## config.mk

```make
export PLATFORM = sky130hd
export DESIGN_NAME = alu_issue_controller
export DESIGN_NICKNAME = d
export VERILOG_FILES = /design/src/rtl/alu_issue_controller.sv
export SDC_FILE = /design/constraint.sdc
export NUM_CORES = 1
export LEC_CHECK = 0
export ABC_AREA = 1
export CAP_MARGIN = 20
export CORE_ASPECT_RATIO = 1.25
export CORE_MARGIN = 2
export CORE_UTILIZATION = 35
export CTS_CLUSTER_SIZE = 12
export DETAILED_ROUTE_END_ITERATION = 7
export PLACE_DENSITY = 0.74
export SLEW_MARGIN = 40
export SYNTH_ARGS = -nofsm -noshare
export SYNTH_HDL_FRONTEND = slang
export SYNTH_SLANG_ARGS = --single-unit
```

## constraint.sdc

```tcl
create_clock -name CLK -period 1.5 [get_ports CLK]
set_input_delay 0.45 -clock CLK [delete_from_list [all_inputs] [get_ports CLK]]
set_output_delay 0.45 -clock CLK [all_outputs]
set_load 0.02 [all_outputs]
```

## src/rtl/alu_issue_controller.sv

```systemverilog
// -----------------------------------------------------------------------------
// alu_issue_controller
//
// Sequences a shared BITS-wide ALU datapath one operation at a time.
// A request is accepted over a valid/ready channel, its operands/opcode/carry
// are registered onto the ALU inputs, the controller waits an op-dependent
// number of cycles (ALU_LAT, or MUL_LAT for MUL), then captures result and
// flags and presents them on a valid/ready response channel. It also owns the
// architectural NZCV register ({V,C,Z,N} = [3:0]).
//
// Opcodes: ADD=00, SUB=01, MUL=10, PASS_B=11.
//
// Ports:
//   CLK, RST_N            clock (rising edge), async active-low reset
//   REQ_VALID/REQ_READY   request handshake
//   REQ_OP/A/B            opcode and operands
//   REQ_SETF              update NZCV from this op
//   REQ_USEC              use stored C flag as carry-in
//   ALU_A/B/OP/CIN        registered ALU inputs
//   ALU_RST/ALU_FLAGS     ALU result and flags
//   RSP_VALID/RSP_READY   response handshake
//   RSP_DATA/RSP_FLAGS    captured result and flags
//   NZCV_Q                architectural flag register
//
// Optional feature: define ALU_SEQ_BACK2BACK_EN to let a response handshake
// and a new request accept happen on the same edge (DONE -> EXEC directly).
// -----------------------------------------------------------------------------
module alu_issue_controller #(
  parameter int BITS    = 24,
  parameter int ALU_LAT = 1,
  parameter int MUL_LAT = 3
) (
  input  logic            CLK,
  input  logic            RST_N,
  input  logic            REQ_VALID,
  output logic            REQ_READY,
  input  logic [1:0]      REQ_OP,
  input  logic [BITS-1:0] REQ_A,
  input  logic [BITS-1:0] REQ_B,
  input  logic            REQ_SETF,
  input  logic            REQ_USEC,
  output logic [BITS-1:0] ALU_A,
  output logic [BITS-1:0] ALU_B,
  output logic [1:0]      ALU_OP,
  output logic            ALU_CIN,
  input  logic [BITS-1:0] ALU_RST,
  input  logic [3:0]      ALU_FLAGS,
  output logic            RSP_VALID,
  input  logic            RSP_READY,
  output logic [BITS-1:0] RSP_DATA,
  output logic [3:0]      RSP_FLAGS,
  output logic [3:0]      NZCV_Q
);

  typedef enum logic [1:0] {
    ST_IDLE = 2'd0,
    ST_EXEC = 2'd1,
    ST_DONE = 2'd2
  } state_e;

  localparam logic [1:0] OP_MUL    = 2'b10;
  localparam logic [1:0] OP_PASS_B = 2'b11;

  localparam int MAX_LAT = (ALU_LAT > MUL_LAT) ? ALU_LAT : MUL_LAT;
  localparam int CNT_W   = $clog2(MAX_LAT + 1);

  localparam logic [CNT_W-1:0] ALU_LOAD = CNT_W'(ALU_LAT - 1);
  localparam logic [CNT_W-1:0] MUL_LOAD = CNT_W'(MUL_LAT - 1);

  state_e            state_q, state_d;
  logic [BITS-1:0]   alu_a_q, alu_a_d;
  logic [BITS-1:0]   alu_b_q, alu_b_d;
  logic [1:0]        alu_op_q, alu_op_d;
  logic              alu_cin_q, alu_cin_d;
  logic              setf_q, setf_d;
  logic [CNT_W-1:0]  cnt_q, cnt_d;
  logic              rsp_valid_q, rsp_valid_d;
  logic [BITS-1:0]   rsp_data_q, rsp_data_d;
  logic [3:0]        rsp_flags_q, rsp_flags_d;
  logic [3:0]        nzcv_q, nzcv_d;

  logic              req_ready;
  logic              accept;

  // Ready is combinational so a request can be taken the same cycle.
`ifdef ALU_SEQ_BACK2BACK_EN
  assign req_ready = (state_q == ST_IDLE) || ((state_q == ST_DONE) && RSP_READY);
`else
  assign req_ready = (state_q == ST_IDLE);
`endif

  assign accept = REQ_VALID && req_ready;

  always_comb begin
    // NOTE: every signal assigned here gets a default first, so no path can
    // leave it unassigned and infer a latch.
    state_d     = state_q;
    alu_a_d     = alu_a_q;
    alu_b_d     = alu_b_q;
    alu_op_d    = alu_op_q;
    alu_cin_d   = alu_cin_q;
    setf_d      = setf_q;
    cnt_d       = cnt_q;
    rsp_valid_d = rsp_valid_q;
    rsp_data_d  = rsp_data_q;
    rsp_flags_d = rsp_flags_q;
    nzcv_d      = nzcv_q;

    case (state_q)
      ST_IDLE: ; // accept handled below
      ST_EXEC: begin
        if (cnt_q == '0) begin
          rsp_data_d  = ALU_RST;
          rsp_flags_d = ALU_FLAGS;
          rsp_valid_d = 1'b1;
          // PASS_B is a data move and never touches the architectural flags.
          if (setf_q && (alu_op_q != OP_PASS_B)) nzcv_d = ALU_FLAGS;
          state_d = ST_DONE;
        end else begin
          cnt_d = cnt_q - CNT_W'(1);
        end
      end
      ST_DONE: begin
        if (RSP_READY) begin
          rsp_valid_d = 1'b0;
          state_d     = ST_IDLE;
        end
      end
      default: state_d = ST_IDLE;
    endcase

    // accept is only possible in IDLE, or in DONE during the response
    // handshake when back-to-back issue is enabled; it overrides the above.
    // The carry source is NZCV as registered before this edge.
    if (accept) begin
      alu_a_d   = REQ_A;
      alu_b_d   = REQ_B;
      alu_op_d  = REQ_OP;
      alu_cin_d = REQ_USEC ? nzcv_q[2] : 1'b0;
      setf_d    = REQ_SETF;
      cnt_d     = (REQ_OP == OP_MUL) ? MUL_LOAD : ALU_LOAD;
      state_d   = ST_EXEC;
    end
  end

  // NOTE: every register, including the datapath ones, is reset so the ALU
  // sees defined inputs (PASS_B of zero) straight out of reset.
  always_ff @(posedge CLK or negedge RST_N) begin
    if (!RST_N) begin
      state_q     <= ST_IDLE;
      alu_a_q     <= '0;
      alu_b_q     <= '0;
      alu_op_q    <= OP_PASS_B;
      alu_cin_q   <= 1'b0;
      setf_q      <= 1'b0;
      cnt_q       <= '0;
      rsp_valid_q <= 1'b0;
      rsp_data_q  <= '0;
      rsp_flags_q <= '0;
      nzcv_q      <= '0;
    end else begin
      // NOTE: non-blocking assignments so every register samples the values
      // from before this edge, independent of statement order.
      state_q     <= state_d;
      alu_a_q     <= alu_a_d;
      alu_b_q     <= alu_b_d;
      alu_op_q    <= alu_op_d;
      alu_cin_q   <= alu_cin_d;
      setf_q      <= setf_d;
      cnt_q       <= cnt_d;
      rsp_valid_q <= rsp_valid_d;
      rsp_data_q  <= rsp_data_d;
      rsp_flags_q <= rsp_flags_d;
      nzcv_q      <= nzcv_d;
    end
  end

  assign REQ_READY = req_ready;
  assign ALU_A     = alu_a_q;
  assign ALU_B     = alu_b_q;
  assign ALU_OP    = alu_op_q;
  assign ALU_CIN   = alu_cin_q;
  assign RSP_VALID = rsp_valid_q;
  assign RSP_DATA  = rsp_data_q;
  assign RSP_FLAGS = rsp_flags_q;
  assign NZCV_Q    = nzcv_q;

endmodule

```

======== After elaboration in Yosys (flattened, before gate mapping) ========
Cells that the tools add are included.
operators by class
  add/sub/neg operators ................... 1
  equality and inequality tests ........... 10
  mux-type cells .......................... 12
  reductions and logical operators ........ 11
operator list
  cell                                                                   count
  2-bit two-way mux                                                      7
  3-bit AND reduction                                                    3
  2-bit != test, second input constant                                   4
  3-bit != test, second input constant                                   2
  2-bit one-hot mux with 3 select lines                                  1
  2-bit equality test, second input constant                             2
  2-bit zero test                                                        2
  2-bit AND reduction                                                    2
  2-bit nonzero test                                                     2
  1-bit two-way mux                                                      3
  2-bit by 1-bit equality test with 1-bit output, second input constant  1
  1-bit logical AND                                                      2
  2-bit by 1-bit != test with 1-bit output, second input constant        1
  1-bit one-hot mux with 2 select lines                                  1
  2-bit by 1-bit subtractor with 2-bit output, second input constant     1
storage, ports and cells
  register bits after elaboration ......... 89
  bits of input ports ..................... 84
  output and inout bits ................... 85
  logic and storage cells ................. 45

======== Logic depth before layout (Yosys ltp) ========
Gate-level depths: netlist of the first run.
  depth after elaboration ................. 4
  gate-level depth with buffers ........... 8
  mapped depth without buffers ............ 7

======== Worst setup path after synthesis of the first run ========
Ideal clock, no wire load.
  path type ............................... register to register
  from .................................... reg state_q[0]
  to ...................................... reg alu_a_q[10] (netlist: ALU_A[10])
  setup time .............................. 0.116 ns
  arrival time ............................ 1.221 ns
  required time ........................... 1.384 ns
  setup slack ............................. 0.162 ns
  stages on the path, launching flop included .. 7
  path buffers ............................ 2
  period minus slack after synthesis ...... 1.338 ns
  path through ............................ dfrtp_1 -> nor2_2 -> nand2_2 -> buf_4 -> buf_2 -> nand2_1 -> nand2_1
between the ends
  word-level cells in the longest chain between the ends .. 2
RTL lines
  element                 line  RTL
  start, declared         70    state_e state_q, state_d;
  start signal, assigned  164   state_q <= state_d;
  2-bit zero test         89    assign req_ready = (state_q == ST_IDLE);
  net REQ_READY           36    output logic REQ_READY,
  1-bit logical AND       92    assign accept = REQ_VALID && req_ready;
  end signal, assigned    165   alu_a_q <= alu_a_d;
  end, declared           71    logic [BITS-1:0] alu_a_q, alu_a_d;
The timed path passes the listed nets, and every way through them passes these cells.
A chain may end at the register's enable or synchronous reset.

======== Final worst setup path of the first run ========
  from .................................... reg alu_b_q[15] (netlist: ALU_B[15])
  to ...................................... out ALU_B[15]
RTL lines
  element                 line  RTL
  start, declared         72    logic [BITS-1:0] alu_b_q, alu_b_d;
  start signal, assigned  166   alu_b_q <= alu_b_d;
  end, declared           43    output logic [BITS-1:0] ALU_B,
No word-level cell between the ends.

==> run summary, run 1 <==
Max Buffers Root-to-Sink -> 2
Die X -> 92.3 um
Worst path slowest cell -> dfrtp_1
Post-synth top area cell -> dfrtp_1
Crit end category -> output pin
Clock skew -> 0.00256 ns
FF+latch area -> 2230 um2
Cells on Worst Hold Path -> 2
Synthesis-to-layout area growth -> 63.5%
Async SR Flop Fraction -> 100%
Crit-path cells -> dlygate4sd2_1
Number of global-route vias before repair -> 3,066
Clock sinks -> 89
Port Buf Inserts -> 168
Postcts setup bufs -> 0
Post-synth EDFFs -> 0
# Max-Cap Violations -> 0
Remaining Overflow, GRT -> 0
Via count -> 3,044
DR iter-0 viols -> 148
Worst r2r src -> cnt_q[0]
Setup CP Type -> reg2out
Crit path time final -> 1.48 ns
Crit-path max cell delay -> 0.37 ns
Count leader, synth -> nand2_1
Global-route wire length before repair -> 14,400 um
GRT Resource Usage Total -> 17.2%
Worst Max-Slew Pin Slew -> 0.329 ns
Number of placement rows -> 40
Buf/Inv on CP -> 1
Leakage Power -> 0.00287 uW
Status -> finished, final reports clean
Layout fillers -> 857
R2r setup slk -> 0.13 ns
Post-synth cell types -> 19
RePlAce Congestion -> 0.754
Layout cells sized above 1 -> 8.64%
End of the worst hold path -> RSP_DATA[16]
Setup TNS -> 0 ns
# H-tree levels -> 3
CP arrival -> 1.03 ns
Seq/Total Area, Yosys -> 65.4%
Tightest Hold Check Type -> reg2reg
Slew Limit Fails -> 0
Synthesized area -> 3410 um2
Period utilization -> 98.5%
Core area -> 9560 um2
HPWL Detailed -> 6610 um
Dominant synthesized flop cell -> dfrtp_1
Initial antenna violation count -> 0
Maximum VDD drop -> 1020 uV
Mean post-synth cell area -> 8.88 um2
Clock Latency Late Sink -> 0.33 ns
Crit path depth -> 1
Synth Warn # -> 0
Reg-to-reg endpoint -> RSP_DATA[11]
Final ANT Viol Nets -> 0
Num CTS Buffers -> 9
DR vias/cell -> 4.39
Area contributors post-synth -> dfrtp_1 (64%), nand2_1 (27%), buf_2 (1.8%)
I/O Pins -> 169
Power per cell area -> 2150 nW/um2
Initial Utilization -> 35.7%
Fmax -> 677 MHz
Clk slew on worst S/H paths -> 0.06 ns
Die height -> 114 um
Nets@finish -> 647
Largest net degree at the start of global routing -> 44
Worst R2R Path Depth -> 7
Worst Path Required -> 1.05 ns
First-pass DRT Iterations -> 4
Hold_ws -> 0.468 ns
Mapped Cells -> 384
WL/cell -> 12.8 um
Final wirelength -> 8890 um
Final setup fails -> 0
Die ar. -> 10,500 um2
Yosys reg bits -> 89
CP Launch Type -> register
Rel. slew slack -> 78.0%
Residual DRC -> 0
Area occupied by multi-input gates -> 1040 um2
RSZ-0062 raised after global routing -> no
Min-delay src -> RSP_DATA[16]
Worst-path maximum fanout -> 2
Hold Vio Cnt, Final -> 0
Post-synth top cells -> nand2_1 (242), dfrtp_1 (87), buf_2 (12), inv_1 (12), o21ai_1 (9)
CTS tree -> done
Synth top area share -> 63.9%
Root Buffer -> clkbuf_16
Syn nets -> 469
Largest delay contributor family on the critical path -> flip-flops
ANT cells -> 0
power breakdown:
part	internal [uW]	switching [uW]
Sequential	3590	606
Clock	1390	848
Combinational	2210	3340
Total	7190	4790
sequential cells by signal, indices dropped and copies added (netlist names):
name and flops:
state_q 2, RSP_VALID 1, setf_q 1, ALU_A 24
ALU_OP 2, RSP_DATA 24, RSP_FLAGS 4, cnt_q 2
ALU_B 24, NZCV_Q 4, ALU_CIN 1
layout make-up:
| class | count | area share (%) |
|---|---|---|
| Tap cell | 126 | 2.83 |
| Timing Repair Buffer | 183 | 31.8 |
| Sequential cell | 89 | 40.0 |
| Multi-Input combinational cell | 265 | 18.7 |
| Inverter | 14 | 0.988 |
| Clock buffer | 15 | 5.52 |
| Clock inverter | 1 | 0.0898 |
how the worst max path moves through the flow:
stage / start / end
3_3_place_gp: REQ_VALID / setf_q
2_1_floorplan: state_q[0] / ALU_A[10]
4_1_cts: RSP_DATA[18] / RSP_DATA[18]
6_report: ALU_B[15] / ALU_B[15]
3_5_place_dp: REQ_VALID / setf_q
5_1_grt: ALU_B[23] / ALU_B[23]
layer usage:
metal  up-vias  wire length (um)  GRT usage [%]
li1       1513                 -              -
met2        95              4640           30.3
met3        16               472           3.62
met1      1420              3590           19.7
met5         -                 0              0
met4         0               192           8.66
repair_timing:
action | CTS | global route
hold buffers | 1 | 0
gates cloned | 0 | 0
hold endpoints to repair | 7 | 0
pin swaps | 0 | 1
resized for setup | 113 | 57
setup endpoints to repair | 88 | 52
stage by stage:
| step | instances | total power, uW | area, um2 | util, % | worst slack [ns] |
|---|---|---|---|---|---|
| 6_report | 693 | 12000 | 5570 | 58.3 | 0.0228 |
| 5_1_grt | 693 | 12800 | 5570 | 58.3 | 0.000389 |
| 4_1_cts | 693 | 12000 | 5550 | 58.0 | 0.0000508 |
| 3_5_place_dp | 676 | 10500 | 5310 | 55.6 | -0.0814 |
| 3_3_place_gp | 676 | 10300 | 5310 | 55.6 | -0.0613 |
| 2_1_floorplan | 384 | 7290 | 3410 | - | 0.162 |
logic make-up after synthesis:
family	count (synthesis)	share of synthesized area, %
buffers and inverters	30	4.08
adder cells (fa/ha/maj)	1	0.367
AO/OA/AOI/OAI	14	2.13
AND/OR/NAND/NOR	250	28.0
flip-flops	89	65.4
cell usage in the layout, fill, tap and decap left out, types with 3 or more instances in the layout:
cell type	synthesis	final
o21ai_1	9	9
clkbuf_8	0	6
buf_4	1	11
dfrtp_1	87	87
inv_1	12	12
clkdlybuf4s15_1	0	56
nand3_1	3	3
nand2_1	242	242
buf_12	0	4
clkbuf_2	0	8
clkbuf_16	0	9
o21ai_0	3	3
clkdlybuf4s50_1	0	82
dlygate4sd2_1	0	18
No activity file was read; power rests on OpenSTA's default activity.
==> run 2: changes to the inputs <==
Settings changed: CORE_UTILIZATION 35 to 40, PLACE_DENSITY 0.74 to 0.83.
==> run summary, run 2 (synthesis results as in run 1) <==
Slew Limit Fails -> 0 (unchanged)
Hold Vio Cnt, Final -> 0 (unchanged)
RSZ-0062 raised after global routing -> yes
Worst-path maximum fanout -> 2 (unchanged)
Largest delay contributor family on the critical path -> flip-flops
FF+latch area -> 2230 um2 (unchanged)
Die ar. -> 9280 um2 (-12%)
Global-route wire length before repair -> 14,700 um (+1.9%)
Crit-path cells -> clkdlybuf4s15_2
Power per cell area -> 2160 nW/um2 (+0.46%)
Crit path time final -> 1.47 ns (-0.00850 ns)
Tightest Hold Check Type -> in2async
Initial antenna violation count -> 0 (unchanged)
Clock skew -> 0.0156 ns (+0.0130 ns)
Layout fillers -> 694 (-19%)
Final std cells w/o fill -> 666 (-3.9%)
Number of placement rows -> 37 (-7.5%)
Root Buffer -> clkbuf_8
RePlAce Congestion -> 0.750 (-0.42%)
Worst Max-Slew Pin Slew -> 0.460 ns (+0.131 ns)
Period utilization -> 97.9% (-0.57 points)
Core area -> 8240 um2 (-14%)
Buf/Inv on CP -> 1 (unchanged)
Residual DRC -> 0 (unchanged)
Worst R2R Path Depth -> 8 (+1)
CP arrival -> 1.02 ns (about the same)
CP Launch Type -> register
Initial Utilization -> 41.4% (+5.7 points)
WL/cell -> 13.6 um (+6.4%)
Most frequent cells in the layout -> nand2_1 (241), dfrtp_1 (87), clkdlybuf4s50_1 (82), clkbuf_2 (41), clkdlybuf4s15_2 (29)
Cell Area, Placed -> 5270 um2 (-0.78%)
Leakage Power -> 0.00279 uW (-3.1%)
Crit end category -> output pin
Clock sinks -> 89 (unchanged)
Num CTS Buffers -> 9 (unchanged)
# H-tree levels -> 3 (unchanged)
Area occupied by multi-input gates -> 1040 um2 (-0.24%)
Layout cells sized above 1 -> 21.4% (+13 points)
Number of global-route vias before repair -> 3,134 (+2.2%)
Synthesis-to-layout area growth -> 55.4%
First-pass DRT Iterations -> 6 (+2)
Worst path slowest cell -> dfrtp_1
GRT Resource Usage Total -> 20.2% (+3.0 points)
Rel. slew slack -> 69.3% (-8.7 points)
Setup CP Type -> reg2out
Remaining Overflow, GRT -> 0 (unchanged)
Max Buffers Root-to-Sink -> 2 (unchanged)
Final wirelength -> 9090 um (+2.3%)
Die height -> 107 um (-6.2%)
Design area -> 5300 um2 (-5.0%)
Crit-path max cell delay -> 0.40 ns (+0.03 ns)
Clock Latency Late Sink -> 0.35 ns (+0.02 ns)
Crit path depth -> 1 (unchanged)
Status -> finished, final reports clean
Final setup fails -> 0 (unchanged)
Final ANT Viol Nets -> 0 (unchanged)
Most common cell after layout, fill and taps aside -> nand2_1
Clk slew on worst S/H paths -> 0.09 ns (+0.03 ns)
Placed cells -> 648 (-4.1%)
Nets@finish -> 649 (+0.31%)
CTS tree -> done
# Max-Cap Violations -> 0 (unchanged)
Hold-fix buffers, CTS -> 0 (-1)
I/O Pins -> 169 (unchanged)
Largest net degree at the start of global routing -> 90 (+100%)
Maximum VDD drop -> 1060 uV (+4.6%)
ANT cells -> 0 (unchanged)
HPWL Detailed -> 6800 um (+2.8%)
DR vias/cell -> 4.67 (+6.4%)
Via count -> 3,112 (+2.2%)
Worst Path Required -> 1.05 ns (about the same)
Port Buf Inserts -> 168 (unchanged)
DR iter-0 viols -> 152 (+2.7%)
Fmax -> 681 MHz (+0.58%)
Die X -> 86.6 um (-6.2%)
## run 2: changes by cell type in the layout (fill, tap and decap cells not counted), sizes merged
cell and delta:
clkbuf +30, clkdlybuf4s15 -23, dlygate4sd2 -18, buf +11, bufinv +1, clkinv +1
clkinvlp +1, dlygate4sd3 -1
## run 2: report_power, final
group	switching [uW]	internal (uW)	total (uW)
Combinational	3380	2170	5550
Sequential	632	3580	4210
Clock	813	862	1680
Total	4830	6610	11400
## run 2: layout make-up
type | instances | share of cell area (%)
sequential | 89 | 42.1
timing repair buffer | 185 | 31.0
multi-input combinational | 265 | 19.7
clock buffer | 12 | 2.93
tap | 97 | 2.29
inverter | 14 | 0.992
clock inverter | 4 | 0.969
## run 2: worst paths after layout
path / startpoint / slack, ns / to
min in group CLK: RSP_VALID / 0.48 / RSP_VALID
max reg2reg: cnt_q[0] / 0.13 / RSP_FLAGS[0]
min reg2reg: RSP_VALID / 0.48 / RSP_VALID
min: RST_N / 0.11 / ALU_A[21]
max: ALU_B[9] / 0.03 / ALU_B[9]
max in group asynchronous: RST_N / 1.01 / ALU_OP[1]
## run 2: per-layer routing
metal  wire [um]  vias up  share of wire, %  global-route usage (%)
met3         689       17               7.6                    6.62
met5           0        -                 0                       0
met2        4690      119                52                    34.5
met1        3560     1462                39                    23.9
met4         155        0               1.7                    6.25
li1            -     1514                 -                       -
## run 2: what timing repair did
item / 4_1_cts / 5_1_grt
gates resized for setup: 216 / 54
pin swaps: 0 / 2
setup endpoints to repair: 85 / 81
buffers inserted: 0 / 2
cloned: 0 / 0
## run 2: metrics by stage
| stage | hold WS, ns | setup WS (ns) | util, % | TNS [ns] | total power, uW |
|---|---|---|---|---|---|
| floorplan | 0.154 | 0.162 | - | 0 | 7290 |
| global placement | 0.455 | -0.0557 | 64.0 | -0.748 | 10300 |
| detailed placement | 0.458 | -0.0918 | 64.0 | -3.27 | 10600 |
| CTS | 0.137 | 0.000176 | 67.0 | 0 | 11800 |
| global route | 0.156 | -0.0233 | 64.3 | -0.0247 | 12300 |
| finish | 0.114 | 0.0313 | 64.3 | 0 | 11400 |
